<file path="src/rtl/cpu_reg_file.sv">
// cpu_reg_file
// Architectural register file of the GameBoy CPU. It supplies the ALU with two
// 8-bit operands and the current flags. It captures 8-bit ALU results, flag
// updates and 16-bit pair writes. It also maintains PC and SP, and applies the
// HL+/HL-, PUSH/POP and fetch auto-steps.
//
// Parameters
//   SKIP_BOOT   1: reset to the DMG post-boot-ROM values, 0: reset everything to 0
// Ports
//   clk, rst              rising-edge clock; asynchronous active-high reset
//   rd_a_sel/rd_b_sel     8-bit read selects (0 B,1 C,2 D,3 E,4 H,5 L,6 F,7 A)
//   op_A/op_B             combinational 8-bit reads
//   wr_en/wr_sel/wr_data  8-bit write port (ALU result)
//   flag_we/flags_in      {Z,N,H,C} write port
//   flags                 current F[7:4]
//   pair_we/pair_sel/pair_data   16-bit write (0 BC,1 DE,2 HL,3 SP,4 AF,5 PC)
//   pair_rd_sel/pair_out  combinational 16-bit read; 6/7 read 0
//   hl_step/sp_step       01 +1, 10 -1, 00/11 hold
//   pc_inc, pc_out        PC increment strobe and current PC
module cpu_reg_file #(
    parameter bit SKIP_BOOT = 1'b0
) (
    input  logic        clk,
    input  logic        rst,
    input  logic [2:0]  rd_a_sel,
    input  logic [2:0]  rd_b_sel,
    output logic [7:0]  op_A,
    output logic [7:0]  op_B,
    input  logic        wr_en,
    input  logic [2:0]  wr_sel,
    input  logic [7:0]  wr_data,
    input  logic        flag_we,
    input  logic [3:0]  flags_in,
    output logic [3:0]  flags,
    input  logic        pair_we,
    input  logic [2:0]  pair_sel,
    input  logic [15:0] pair_data,
    input  logic [2:0]  pair_rd_sel,
    output logic [15:0] pair_out,
    input  logic [1:0]  hl_step,
    input  logic [1:0]  sp_step,
    input  logic        pc_inc,
    output logic [15:0] pc_out
);

    typedef enum logic [2:0] {
        R_B = 3'd0, R_C = 3'd1, R_D = 3'd2, R_E = 3'd3,
        R_H = 3'd4, R_L = 3'd5, R_F = 3'd6, R_A = 3'd7
    } reg_sel_e;

    typedef enum logic [2:0] {
        P_BC = 3'd0, P_DE = 3'd1, P_HL = 3'd2,
        P_SP = 3'd3, P_AF = 3'd4, P_PC = 3'd5
    } pair_sel_e;

    typedef enum logic [1:0] {
        STEP_NONE = 2'b00, STEP_INC = 2'b01, STEP_DEC = 2'b10, STEP_NOP = 2'b11
    } step_e;

    logic [7:0]  reg_a, reg_b, reg_c, reg_d, reg_e, reg_h, reg_l;
    logic [3:0]  reg_f;
    logic [15:0] reg_sp, reg_pc;

    logic [7:0]  nxt_a, nxt_b, nxt_c, nxt_d, nxt_e, nxt_h, nxt_l;
    logic [3:0]  nxt_f;
    logic [15:0] nxt_sp, nxt_pc, hl_stepped;

    // Only F[7:4] is stored, so the low nibble of an AF write has nowhere to go.
    logic unused_pair_low;
    assign unused_pair_low = ^pair_data[3:0];

    // Next state. Each stage overrides the previous one: steps, then the pair
    // write, then the byte write, then the flag write.
    always_comb begin
        hl_stepped = {reg_h, reg_l};
        nxt_sp     = reg_sp;
        nxt_pc     = reg_pc;

        case (hl_step)
            STEP_INC: hl_stepped = {reg_h, reg_l} + 16'd1;
            STEP_DEC: hl_stepped = {reg_h, reg_l} - 16'd1;
            default:  hl_stepped = {reg_h, reg_l};
        endcase

        case (sp_step)
            STEP_INC: nxt_sp = reg_sp + 16'd1;
            STEP_DEC: nxt_sp = reg_sp - 16'd1;
            default:  nxt_sp = reg_sp;
        endcase

        if (pc_inc) begin
            nxt_pc = reg_pc + 16'd1;
        end

        nxt_a = reg_a;
        nxt_b = reg_b;
        nxt_c = reg_c;
        nxt_d = reg_d;
        nxt_e = reg_e;
        nxt_h = hl_stepped[15:8];
        nxt_l = hl_stepped[7:0];
        nxt_f = reg_f;

        if (pair_we) begin
            case (pair_sel)
                P_BC: {nxt_b, nxt_c} = pair_data;
                P_DE: {nxt_d, nxt_e} = pair_data;
                P_HL: {nxt_h, nxt_l} = pair_data;
                P_SP: nxt_sp = pair_data;
                P_AF: begin
                    nxt_a = pair_data[15:8];
                    nxt_f = pair_data[7:4];
                end
                P_PC: nxt_pc = pair_data;
                default: ;
            endcase
        end

        if (wr_en) begin
            case (wr_sel)
                R_B: nxt_b = wr_data;
                R_C: nxt_c = wr_data;
                R_D: nxt_d = wr_data;
                R_E: nxt_e = wr_data;
                R_H: nxt_h = wr_data;
                R_L: nxt_l = wr_data;
                R_F: nxt_f = wr_data[7:4];
                R_A: nxt_a = wr_data;
                default: ;
            endcase
        end

        if (flag_we) begin
            nxt_f = flags_in;
        end
    end

    always_ff @(posedge clk or posedge rst) begin
        if (rst) begin
            if (SKIP_BOOT) begin
                reg_a  <= 8'h01;
                reg_f  <= 4'hB;
                reg_b  <= 8'h00;
                reg_c  <= 8'h13;
                reg_d  <= 8'h00;
                reg_e  <= 8'hD8;
                reg_h  <= 8'h01;
                reg_l  <= 8'h4D;
                reg_sp <= 16'hFFFE;
                reg_pc <= 16'h0100;
            end else begin
                reg_a  <= '0;
                reg_f  <= '0;
                reg_b  <= '0;
                reg_c  <= '0;
                reg_d  <= '0;
                reg_e  <= '0;
                reg_h  <= '0;
                reg_l  <= '0;
                reg_sp <= '0;
                reg_pc <= '0;
            end
        end else begin
            reg_a  <= nxt_a;
            reg_f  <= nxt_f;
            reg_b  <= nxt_b;
            reg_c  <= nxt_c;
            reg_d  <= nxt_d;
            reg_e  <= nxt_e;
            reg_h  <= nxt_h;
            reg_l  <= nxt_l;
            reg_sp <= nxt_sp;
            reg_pc <= nxt_pc;
        end
    end

    function automatic logic [7:0] read8(input logic [2:0] sel,
                                         input logic [7:0] a, input logic [7:0] b,
                                         input logic [7:0] c, input logic [7:0] d,
                                         input logic [7:0] e, input logic [7:0] h,
                                         input logic [7:0] l, input logic [3:0] f);
        logic [7:0] v;
        v = '0;
        case (sel)
            R_B: v = b;
            R_C: v = c;
            R_D: v = d;
            R_E: v = e;
            R_H: v = h;
            R_L: v = l;
            R_F: v = {f, 4'h0};
            R_A: v = a;
            default: v = '0;
        endcase
        return v;
    endfunction

    always_comb begin
        op_A = read8(rd_a_sel, reg_a, reg_b, reg_c, reg_d, reg_e, reg_h, reg_l, reg_f);
        op_B = read8(rd_b_sel, reg_a, reg_b, reg_c, reg_d, reg_e, reg_h, reg_l, reg_f);
    end

    always_comb begin
        pair_out = '0;
        case (pair_rd_sel)
            P_BC: pair_out = {reg_b, reg_c};
            P_DE: pair_out = {reg_d, reg_e};
            P_HL: pair_out = {reg_h, reg_l};
            P_SP: pair_out = reg_sp;
            P_AF: pair_out = {reg_a, reg_f, 4'h0};
            P_PC: pair_out = reg_pc;
            default: pair_out = '0;
        endcase
    end

    assign flags  = reg_f;
    assign pc_out = reg_pc;

endmodule

</file>
<file path="config.mk">
export PLATFORM = sky130hd
export DESIGN_NAME = cpu_reg_file
export DESIGN_NICKNAME = d
export VERILOG_FILES = /design/src/rtl/cpu_reg_file.sv
export SDC_FILE = /design/constraint.sdc
export NUM_CORES = 1
export LEC_CHECK = 0
export ABC_AREA = 1
export CAP_MARGIN = 20
export CORE_MARGIN = 3
export CORE_UTILIZATION = 47
export DETAILED_ROUTE_END_ITERATION = 16
export DONT_BUFFER_PORTS = 1
export GPL_TIMING_DRIVEN = 1
export PLACE_DENSITY = 0.72
export REMOVE_ABC_BUFFERS = 1
export SYNTH_ARGS = -nofsm -noshare
export SYNTH_HDL_FRONTEND = slang
export SYNTH_SLANG_ARGS = --single-unit
</file>
<file path="constraint.sdc">
create_clock -name clk -period 3.6 [get_ports clk]
set_input_delay 1.08 -clock clk [delete_from_list [all_inputs] [get_ports clk]]
set_output_delay 1.08 -clock clk [all_outputs]
set_load 0.01 [all_outputs]
</file>
**Yosys cells after proc, flatten, opt, wreduce, memory -nomap -nowiden**

Index checks and enable logic that the tools add are counted.

- $add $sub $neg: 5
- Equality and inequality tests: 35
- Multiplexer cells: 43
- Reductions and logical operators: 5

Operator list:

| operator | number |
|---|---|
| two-way mux 8 bit | 28 |
| case mux 8 bit (8 select lines) | 2 |
| case mux 16 bit (6 select lines) | 1 |
| two-way mux 16 bit | 5 |
| case mux 16 bit (2 select lines) | 2 |
| adder 16 x 1 -> 16 bit (second input constant) | 3 |
| equality test 3 bit (second input constant) | 16 |
| subtractor 16 x 1 -> 16 bit (second input constant) | 2 |
| equality test 3 x 2 -> 1 bit (second input constant) | 10 |
| two-way mux 4 bit | 5 |
| equality test 3 x 1 -> 1 bit (second input constant) | 5 |
| zero test 3 bit | 5 |
| equality test 2 x 1 -> 1 bit (second input constant) | 2 |
| equality test 2 bit (second input constant) | 2 |

- Register bits after elaboration: 92
- Input bits: 53
- Output and inout bits: 52
- Word-level logic and storage cells: 98

**Depth between registers and ports, before layout**

Gate-level depths: netlist (run 1).

- Depth after elaboration: 6
- Gate-level depth with buffers: 19
- Mapped depth without buffers: 17

**Worst setup path after synthesis (run 1)**

Ideal clock, no wire load.

- Path kind: input -> output
- Start point: input rd_b_sel[1]
- End point: output op_B[0]
- Data arrival time: 2.084 ns
- Data required time: 2.520 ns
- Slack: 0.436 ns
- Cell stages on the path: 4
- Path buffers: 1
- Cells stage by stage: clkbuf_1 nor2_1 nand2_1 o211ai_1

- Longest elaborated chain between the ends: 2
- Elaborated cells on any way between the ends: 9
- Those cells by class: eq/ne (7); mux (1); reduce/logical (1)

RTL lines:

| what | RTL line | source |
|---|---|---|
| start: declaration | 26 | `input logic [2:0] rd_b_sel,` |
| equality test 3 bit (tied with other cells) | 184 | `case (sel)` |
| case mux 8 bit (8 select lines) (*) | 184 |  |
| end: declaration | 28 | `output logic [7:0] op_B,` |

Every way passes the cells marked *; elsewhere a longest branch is shown, timed or not.

**Final worst setup path (run 1)**

- Start point: input pair_rd_sel[1]
- End point: output pair_out[11]

- Longest elaborated chain between the ends: 2
- Elaborated cells on any way between the ends: 7
- Those cells by class: eq/ne (5); mux (1); reduce/logical (1)

RTL lines:

| what | RTL line | source |
|---|---|---|
| start: declaration | 38 | `input logic [2:0] pair_rd_sel,` |
| equality test 3 bit (tied with other cells) | 205 | `case (pair_rd_sel)` |
| case mux 16 bit (6 select lines) (*) | 205 |  |
| end: declaration | 39 | `output logic [15:0] pair_out,` |

Marks and branches as above.

==> metrics.txt, run 1 <==
status=finished, final reports clean; Seq/Total Area, Yosys=29.5%; Max VDD drop=about 0.35 mV; PortBufs=0; initial DRC count=a little over 1,000; FP Rows=46; first-pass GRT wire length=45,300 um; Clock Path Buffers=2; CTS tree=built; Slew @ Worst Pin=about 0.79 ns; Antenna Violating Nets Remaining=0; die width=135 um; Seq pwr share=35.7%; Antenna Cells=0; gp weighted congestion=1.08; Avg Vias per Cell=6.17; total grt overflow=0; synthesized cell area=~7800 um2; pin count of the biggest net entering global routing=54; switching share of power=47.4%; vias in the first global route=8,108; crit end category=output port; Max Cap Viol=0; P_sw=roughly 2.5 mW; mean post-synth cell area=6.60 um2; # Post-CTS Setup Buffers=0; LEAKAGE=4.11 nW; dpl ws=0.217 ns; Initial Util=48.6%; Hold Fails Final Rpt=0; Inserted Clock Buffers=9; TritonRoute pass-1 iters=6; total track usage=between 30% and 40%; pwr dens=617 nW/um2; FF-to-FF path depth=8; predominant post-synthesis flop cell=dfrtp_1; hold endpoint=reg_c[3]; CTS Sinks=92; WL/cell=between 20 and 25 um; Ys Warns=0; Synth cell types=47; HP Class=reg2reg; Resized cells post-CTS=0; required time of the critical path=2.52 ns; Synth-to-Final Area Change=7.59%; Placeable Area=16,100 um2; antenna violations before repair=0; final setup vio count=0; height of the chip=~130 um; #FFs+latches synth=92; Min Hold Slack=0.599 ns; CTS Hold Buffers Added=0; io pins=between 100 and 150; Final period util=a little over nine tenths; Max FO, Critical Path=8; Routed WL=29,100 um; hpwl dp=22,500 um; min setup slack post-route=0.167 ns; critical setup path kind=in2out; Post-synth ARST share=100%; H-tree levels=3; max-slew violations=0; RSZ-0062 raised after global routing=no; Total Neg Setup Slack=0 ns; final net count=1,258; Post-synth EDFFs=0; vias=8,682; crit start category=primary input; Clock Skew=0.00693 ns; FMAX=~290 MHz; clk slew on worst S/H paths=0.07 ns; R2R Path End=pc_out[14]; clock latency on the worst-skew pair=around 0.36 ns; Inst Count DP=1,390; share of cells above drive strength 1=7.48%; fin cells=around 1,400; Reg2Reg Launch Point=pc_out[0]; clock share of power=19.5%; Final min period=3.43 ns; hold path start=reg_c[3]; clock root buffer master=clkbuf_16; Die ar.=18,200 um2; data arrival time of the worst path=2.35 ns; fillcell total=1,625; combinational power share=between 40% and 50%; Mapped Cells=1,184; Worst slew margin=47.2%; hold path cells=2; R2R Setup Slk=1.31 ns; DRC violations left=0; Cell Int Power=between 2 and 3 mW
[final cells by class]
type	count	area (um2)	share of cell area, %
clock buffers	11	243	2.89
inverters	179	674	8.02
well taps	216	270	3.22
clock inverters	5	60.1	0.715
flip-flops and latches	92	2300	27.4
repair buffers	25	188	2.23
multi-input cells	878	4670	55.5
[synth_stat cells, types with 4 or more instances]
library cell | number | area share (%)
o221ai_1 | 4 | 0.45
nand2_2 | 8 | 0.64
nor2_1 | 95 | 4.6
xor2_1 | 19 | 2.1
o21ai_0 | 74 | 4.7
nand3_1 | 73 | 4.7
a221oi_1 | 10 | 1.1
nand2_1 | 271 | 13
nor3_1 | 9 | 0.58
dfrtp_1 | 92 | 29
a21oi_1 | 84 | 5.4
ha_1 | 19 | 3.0
a31oi_1 | 22 | 1.8
o21ai_1 | 4 | 0.26
a211oi_1 | 9 | 0.86
o22ai_1 | 57 | 4.6
inv_1 | 166 | 8.0
nand4_1 | 9 | 0.72
a22oi_1 | 13 | 1.2
nor2_2 | 14 | 1.1
o211ai_1 | 57 | 5.5
inv_2 | 11 | 0.53
clkbuf_1 | 27 | 1.3
[layout by cell type, fill, tap and decap left out, drive strengths merged, types with 4 or more instances in the layout]
master  synthesis  routed
nand2         280     280
clkinv          2       4
a221oi         10      10
nor3           11      11
buf             8      25
o221ai          4       4
o21ai          79      79
clkbuf         27      11
a211oi          9       9
nand3          75      75
ha             19      19
nand4           9       9
nor2          111     111
a22oi          13      13
o22ai          57      57
xor2           20      20
a21oi          84      84
a31oi          22      22
inv           177     178
dfrtp          92      92
o211ai         57      57
[through the flow]
stage	util, %	instance area [um2]	total power, mW
CTS	52.3	8400	5.11
global placement	50.5	8100	4.06
floorplan	-	7640	3.43
global route	52.3	8400	5.55
detailed placement	50.5	8100	4.11
finish	52.3	8400	5.19
[registers in the layout (all words and copies together), names as in the netlist]
| signal | count |
|---|---|
| reg_l | 8 |
| reg_sp | 16 |
| reg_d | 8 |
| reg_c | 8 |
| reg_a | 8 |
| reg_e | 8 |
| reg_h | 8 |
| pc_out | 16 |
| flags | 4 |
| reg_b | 8 |
[logic make-up after synthesis]
| group | share of synthesized area (%) |
|---|---|
| and+or+nand+nor | 26.8 |
| DFF | 29.5 |
| buffers and inverters | 10.8 |
| AOI/OAI and AO/OA | 26.6 |
| muxes | 0.561 |
| adders and majority gates | 3.30 |
| xor gates and xnor gates | 2.45 |
[worst max-delay path by stage]
stage	from	endpoint	slack [ns]	depth (start not counted)
floorplan	pair_rd_sel[1]	pair_out[1]	0.10	6
global route	pair_rd_sel[1]	pair_out[11]	0.13	6
global placement	pair_rd_sel[1]	pair_out[11]	0.26	6
detailed placement	pair_rd_sel[1]	pair_out[11]	0.22	6
finish	pair_rd_sel[1]	pair_out[11]	0.17	6
CTS	pair_rd_sel[1]	pair_out[11]	0.21	6
[power groups by stage]
stage                     Combinational (mW)  Clock (mW)  Sequential, mW
final                                   2.33        1.01            1.85
after global routing                    2.63        1.05            1.88
after CTS                               2.28        1.01            1.83
after detailed placement                2.26           0            1.85
after global placement                  2.22           0            1.84
after floorplan                         1.78           0            1.66
[critical path: stages]
cell and delay, ns:
nor2_1 0.04, nand2_1 0.29, o22ai_1 0.13, a221oi_1 0.30, o221ai_1 0.29, buf_4 0.22
[per-layer routing]
metal / routed length [um] / vias to the layer above / global-route usage (%)
li1: - / 4054 / -
met1: 11100 / 3951 / 40.4
met2: 13300 / 531 / 51.9
met3: 2700 / 146 / 5.85
met4: 2000 / 0 / 18.7
met5: 0 / - / 0
Power figures use the tool's default switching activity.
==> inputs of run 2 (changes only) <==
- ABC_AREA: 1 -> 0
- SLEW_MARGIN: not set -> 0
==> run 2 against run 1 <==
Effect of this change: first-iteration DRC count is 11% higher; hold slack better by 0.034 ns; flip-flop and latch count stayed put; non-clock buffer count is 4 lower; critical endpoint is now op_A[6]; largest power group unchanged; highest routed layer unchanged.
==> metrics.txt, run 2 <==
status=finished, final reports clean; FP Rows=47 (+2.2%); vias in the first global route=7,346 (-9.4%); Inserted Clock Buffers=9 (unchanged); required time of the critical path=2.52 ns (about the same); Post-synth EDFFs=0 (unchanged); cell accounting for the most synthesized area=dfrtp_1; Initial Util=48.5% (-0.14 points); post-layout util=51.5% (-0.80 points); final setup vio count=0 (unchanged); Clock Path Buffers=2 (unchanged); H-tree levels=3 (unchanged); antenna violations before repair=0 (unchanged); vias=7,891 (-9.1%); total power=5.57 mW (+7.3%); fin cells=1,184 (-16%); crit start category=primary input; Worst slew margin=37.8% (-9.4 points); LEAKAGE=3.39 nW (-18%); Max Cap Viol=0 (unchanged); #FFs+latches synth=92 (unchanged); dpl cell area=8300 um2 (+2.5%); total grt overflow=0 (unchanged); fillcell total=1,561 (-3.9%); Antenna Violating Nets Remaining=0 (unchanged); Seq/Total Area, Yosys=28.3% (-1.2 points); clock latency on the worst-skew pair=0.37 ns (about the same); mean post-synth cell area=8.11 um2 (+23%); Inst Count DP=1,168 (-16%); Post-synth ARST share=100% (unchanged); predominant post-synthesis flop cell=dfrtp_1; Avg Vias per Cell=6.66 (+7.9%); clk slew on worst S/H paths=0.07 ns (about the same); Routed WL=27,900 um (-4.2%); PortBufs=0 (unchanged); max-slew violations=0 (unchanged); clock root buffer master=clkbuf_16; CTS Hold Buffers Added=0 (unchanged); TritonRoute pass-1 iters=5 (-1); Clock Skew=0.0144 ns (+0.00744 ns); DRC violations left=0 (unchanged); Final period util=90.2% (-5.1 points); Final min period=3.25 ns (-0.185 ns); Antenna Cells=0 (unchanged); leading post-synthesis cells by cell area=dfrtp_1 28%, mux2i_1 9.5%, a21oi_1 5.7%; Max FO, Critical Path=12 (+4); hpwl dp=20,500 um (-9.0%); pin count of the biggest net entering global routing=49 (-9.3%); die width=138 um (+1.9%); initial DRC count=1,145 (+11%); Min Hold Slack=0.633 ns (+0.0339 ns); share of cells above drive strength 1=10.1% (+2.6 points); synthesized cell area=8130 um2 (+4.1%); CTS tree=built; first-pass GRT wire length=42,200 um (-6.9%); critical setup path kind=in2out; io pins=105 (unchanged); commonest cells in the netlist=112 x nor2_1, 98 x nand2_1, 92 x a21oi_1, 92 x dfrtp_1, 90 x o21ai_0; WL/cell=23.6 um (+14%); Mapped Cells=1,002 (-15%); pwr dens=644 nW/um2 (+4.4%); Ys Warns=0 (unchanged); total track usage=29.2% (-3.0 points); Hold Fails Final Rpt=0 (unchanged); most frequent cells in the layout=112 x nor2_1, 98 x nand2_1, 92 x a21oi_1, 92 x dfrtp_1, 90 x o21ai_0; Synth cell types=69 (+47%); FMAX=308 MHz (+5.7%); most frequent cell after synthesis=nor2_1; most common cell after layout, fill and taps aside=nor2_1; Slew @ Worst Pin=0.928 ns (+0.139 ns); height of the chip=138 um (+1.9%); RSZ-0062 raised after global routing=no; Die ar.=18,900 um2 (+3.9%); final instance area=8640 um2 (+2.8%); Max VDD drop=0.308 mV (-13%); data arrival time of the worst path=2.17 ns (-0.18 ns); HP Class=reg2reg; gp weighted congestion=0.932 (-14%); Sequential Area=2300 um2 (unchanged); Synth-to-Final Area Change=6.25%; area fraction of the dominant cell type after synthesis=28.3% (-1.2 points); crit end category=output port; # Post-CTS Setup Buffers=0 (unchanged); multi-input logic area=5460 um2 (+17%); CTS Sinks=92 (unchanged); Placeable Area=16,800 um2 (+4.4%); Resized cells post-CTS=0 (unchanged); final net count=1,032 (-18%)
-- run 2: layout make-up --
type | instances | area share [%]
repair buffers | 21 | 2.12
clock inverters | 4 | 0.927
multi-input cells | 813 | 63.2
inverters | 22 | 0.985
well taps | 220 | 3.19
clock buffers | 12 | 2.97
flip-flops and latches | 92 | 26.7
-- run 2: report_power, final --
group | switching (mW) | internal (mW)
Clock | 0.456 | 0.654
Sequential | 0.778 | 1.38
Combinational | 1.19 | 1.11
Total | 2.42 | 3.15
-- run 2: per-stage QoR --
stage          setup TNS [ns]  setup WS (ns)
5_1_grt                     0          0.222
6_report                    0          0.352
4_1_cts                     0          0.393
3_3_place_gp                0          0.317
2_1_floorplan         -0.0579        -0.0579
3_5_place_dp                0          0.223
-- run 2: worst paths after layout --
kind,startpoint,slack [ns],cells after the start,endpoint
worst max-delay path,rd_a_sel[0],0.35,5,op_A[6]
worst min-delay path,reg_d[7],0.63,2,reg_d[7]
worst max register to register,reg_sp[0],1.02,9,reg_sp[12]
worst min register to register,reg_d[7],0.63,2,reg_d[7]
max in group asynchronous,rst,2.20,2,reg_a[0]
min in group asynchronous,rst,0.69,1,flags[1]
-- run 2: critical path, cell delays in order --
cell and delay [ns]:
inv_1 0.25, a21oi_1 0.10, o21ai_0 0.22, a221oi_1 0.08
o21ai_0 0.43
-- run 2: cells by family after synthesis --
| kind of cell | synth area share [%] |
|---|---|
| AND/OR/NAND/NOR | 19.5 |
| XOR/XNOR | 3.99 |
| flip-flops | 28.3 |
| buffers and inverters | 4.77 |
| AO/OA/AOI/OAI | 22.7 |
| adder cells (fa/ha/maj) | 3.17 |
| multiplexers | 17.5 |
-- run 2: per-layer routing --
layer	track usage (%)	up-vias	wire length, um
met3	10.5	103	3350
met1	37.8	3772	11200
li1	-	3568	-
met5	0	-	0
met4	12.0	0	1370
met2	44.1	448	12000
==> inputs of run 3 (changes only) <==
- ABC_CLOCK_PERIOD_IN_PS: not set -> 3900
- PLACE_DENSITY: 0.72 -> 0.7
- SLEW_MARGIN: 0 -> 40
- clock period: 3.6 -> 3.9 ns (I/O delays scaled with it)
==> run 3 against run 2 <==
Effect of this change: critical endpoint unchanged; worst setup slack gained 0.13 ns; combinational power shrank 10%; first-iteration DRC count fell by 25%; power shrank 12%; flip-flop and latch count unchanged; highest routed layer unchanged; hold slack worse by 0.055 ns; final cell count is 0.25% lower; critical path type unchanged; non-clock buffer count is 1 lower; register-to-register slack better by 0.31 ns.
==> metrics.txt, run 3 (synthesis gave the netlist of run 2 again) <==
status=finished, final reports clean; Reg2Reg Launch Point=reg_l[1]; Avg Vias per Cell=6.54 (-1.9%); gp weighted congestion=0.944 (+1.3%); Buffers & Inverters on Critical Path=1 (unchanged); vias in the first global route=6,955 (-5.3%); Seq pwr share=40.7% (+1.9 points); Synth-to-Final Area Change=5.31%; clock share of power=17.4% (-2.5 points); dpl ws=0.397 ns (+0.174 ns); vias=7,724 (-2.1%); Total Neg Setup Slack=0 ns (unchanged); die width=138 um (unchanged); first-pass GRT wire length=41,700 um (-1.1%); Clock Path Buffers=2 (unchanged); Cell Int Power=2.75 mW (-13%); RSZ-0062 raised after global routing=no; Slowest-stage cell, CP=o21ai_0; Crit. Startpoint=rd_a_sel[0]; Inserted Clock Buffers=9 (unchanged); Final min period=3.42 ns; Resized cells post-CTS=0 (unchanged); final net count=1,031 (-0.097%); final instance area=8560 um2 (-0.88%); share of cells above drive strength 1=9.78% (-0.28 points); FP Rows=47 (unchanged); crit start category=primary input; Clock Skew=0.00818 ns (-0.00619 ns); crit-path max cell delay=0.39 ns (-0.04 ns); CTS Hold Buffers Added=0 (unchanged); Hold Fails Final Rpt=0 (unchanged); dpl cell area=8270 um2 (-0.35%); max-slew violations=0 (unchanged); Worst path depth=5 (unchanged); WL/cell=23.3 um (-1.0%); most frequent cells in the layout=112 x nor2_1, 98 x nand2_1, 92 x a21oi_1, 92 x dfrtp_1, 90 x o21ai_0; total grt overflow=0 (unchanged); switching share of power=44.1% (+0.65 points); most common cell after layout, fill and taps aside=nor2_1; HP Class=in2async; Top cell by count, worst path=o21ai_0; initial DRC count=859 (-25%); Max VDD drop=0.327 mV (+6.1%); data arrival time of the worst path=2.25 ns (+0.08 ns); CTS tree=built; FF-to-FF path depth=9 (unchanged); Max FO, Critical Path=12 (unchanged); antenna violations before repair=0 (unchanged); pin count of the biggest net entering global routing=84 (+71%); Antenna Cells=0 (unchanged); min setup slack post-route=0.478 ns (+0.125 ns); hpwl dp=20,100 um (-1.6%); Initial Util=48.5% (unchanged); Routed WL=27,600 um (-1.2%); CP delay by family, top=compound AO/OA/AOI/OAI gates; # Post-CTS Setup Buffers=0 (unchanged); clk slew on worst S/H paths=0.07 ns (about the same); R2R Path End=reg_h[2]; clock latency on the worst-skew pair=0.36 ns (about the same); Worst slew margin=54.4% (+17 points); pwr dens=575 nW/um2 (-11%); DRC violations left=0 (unchanged); CTS Sinks=92 (unchanged); combinational power share=41.8% (+0.6 points); Placeable Area=16,800 um2 (unchanged); clock root buffer master=clkbuf_16; PortBufs=0 (unchanged); crit end category=output port; H-tree levels=3 (unchanged); LEAKAGE=3.35 nW (-1.2%); final setup vio count=0 (unchanged); Final period util=87.8%; required time of the critical path=2.73 ns (+0.21 ns); worst setup path end=op_A[6]; total track usage=29.0% (-0.16 points); Die ar.=18,900 um2 (unchanged); critical setup path kind=in2out; height of the chip=138 um (unchanged); TritonRoute pass-1 iters=8 (+3); Antenna Violating Nets Remaining=0 (unchanged); Max Cap Viol=0 (unchanged); Slew @ Worst Pin=0.682 ns (-0.246 ns); CP cell instances=inv_1, a21oi_1, o21ai_0, a221oi_1, o21ai_0; P_sw=2.17 mW (-10%); io pins=105 (unchanged); R2R Setup Slk=1.33 ns (+0.31 ns); FMAX=292 MHz
[run 3: metal layers]
layer  share of wire (%)  GRT usage [%]  vias up  wire length [um]
met3                  10           9.13       58              2820
met1                  43           39.8     3710             11800
met4                 3.0           9.20        0               816
li1                    -              -     3586                 -
met2                  44           43.7      370             12100
met5                   0              0        -                 0
[run 3: cell type report]
| type | count | area (um2) |
|---|---|---|
| fillers | 1608 | 8200 |
| multi-input cells | 813 | 5470 |
| flip-flops and latches | 92 | 2300 |
| well taps | 220 | 275 |
| clock buffers | 13 | 260 |
| repair buffers | 20 | 163 |
| inverters | 22 | 85.1 |
| clock inverters | 1 | 8.76 |
[run 3: stage by stage]
| stage | util [%] | hold slack, ns | cells | total power, mW |
|---|---|---|---|---|
| floorplan | - | 0.559 | 927 | 3.37 |
| global placement | 49.4 | 0.603 | 1165 | 3.99 |
| detailed placement | 49.4 | 0.613 | 1165 | 4.02 |
| CTS | 51.0 | 0.577 | 1179 | 4.88 |
| global route | 51.1 | 0.584 | 1181 | 5.25 |
| finish | 51.1 | 0.577 | 1181 | 4.92 |
[run 3: how the worst min path moves through the flow]
stage | start | endpoint | slack (ns) | depth (start not counted)
after floorplan | reg_b[2] | reg_b[2] | 0.56 | 2
after global placement | reg_b[0] | reg_b[0] | 0.60 | 2
after detailed placement | reg_b[3] | reg_b[3] | 0.61 | 2
after CTS | rst | flags[2] | 0.58 | 1
after global routing | rst | flags[1] | 0.58 | 1
final | rst | reg_l[4] | 0.58 | 1
[run 3: power groups by stage]
stage / combinational (mW) / clock, mW / sequential [mW]
floorplan: 1.68 / 0 / 1.70
global placement: 2.00 / 0 / 1.99
detailed placement: 2.02 / 0 / 1.99
CTS: 2.04 / 0.864 / 1.98
global route: 2.31 / 0.896 / 2.05
finish: 2.06 / 0.858 / 2.00
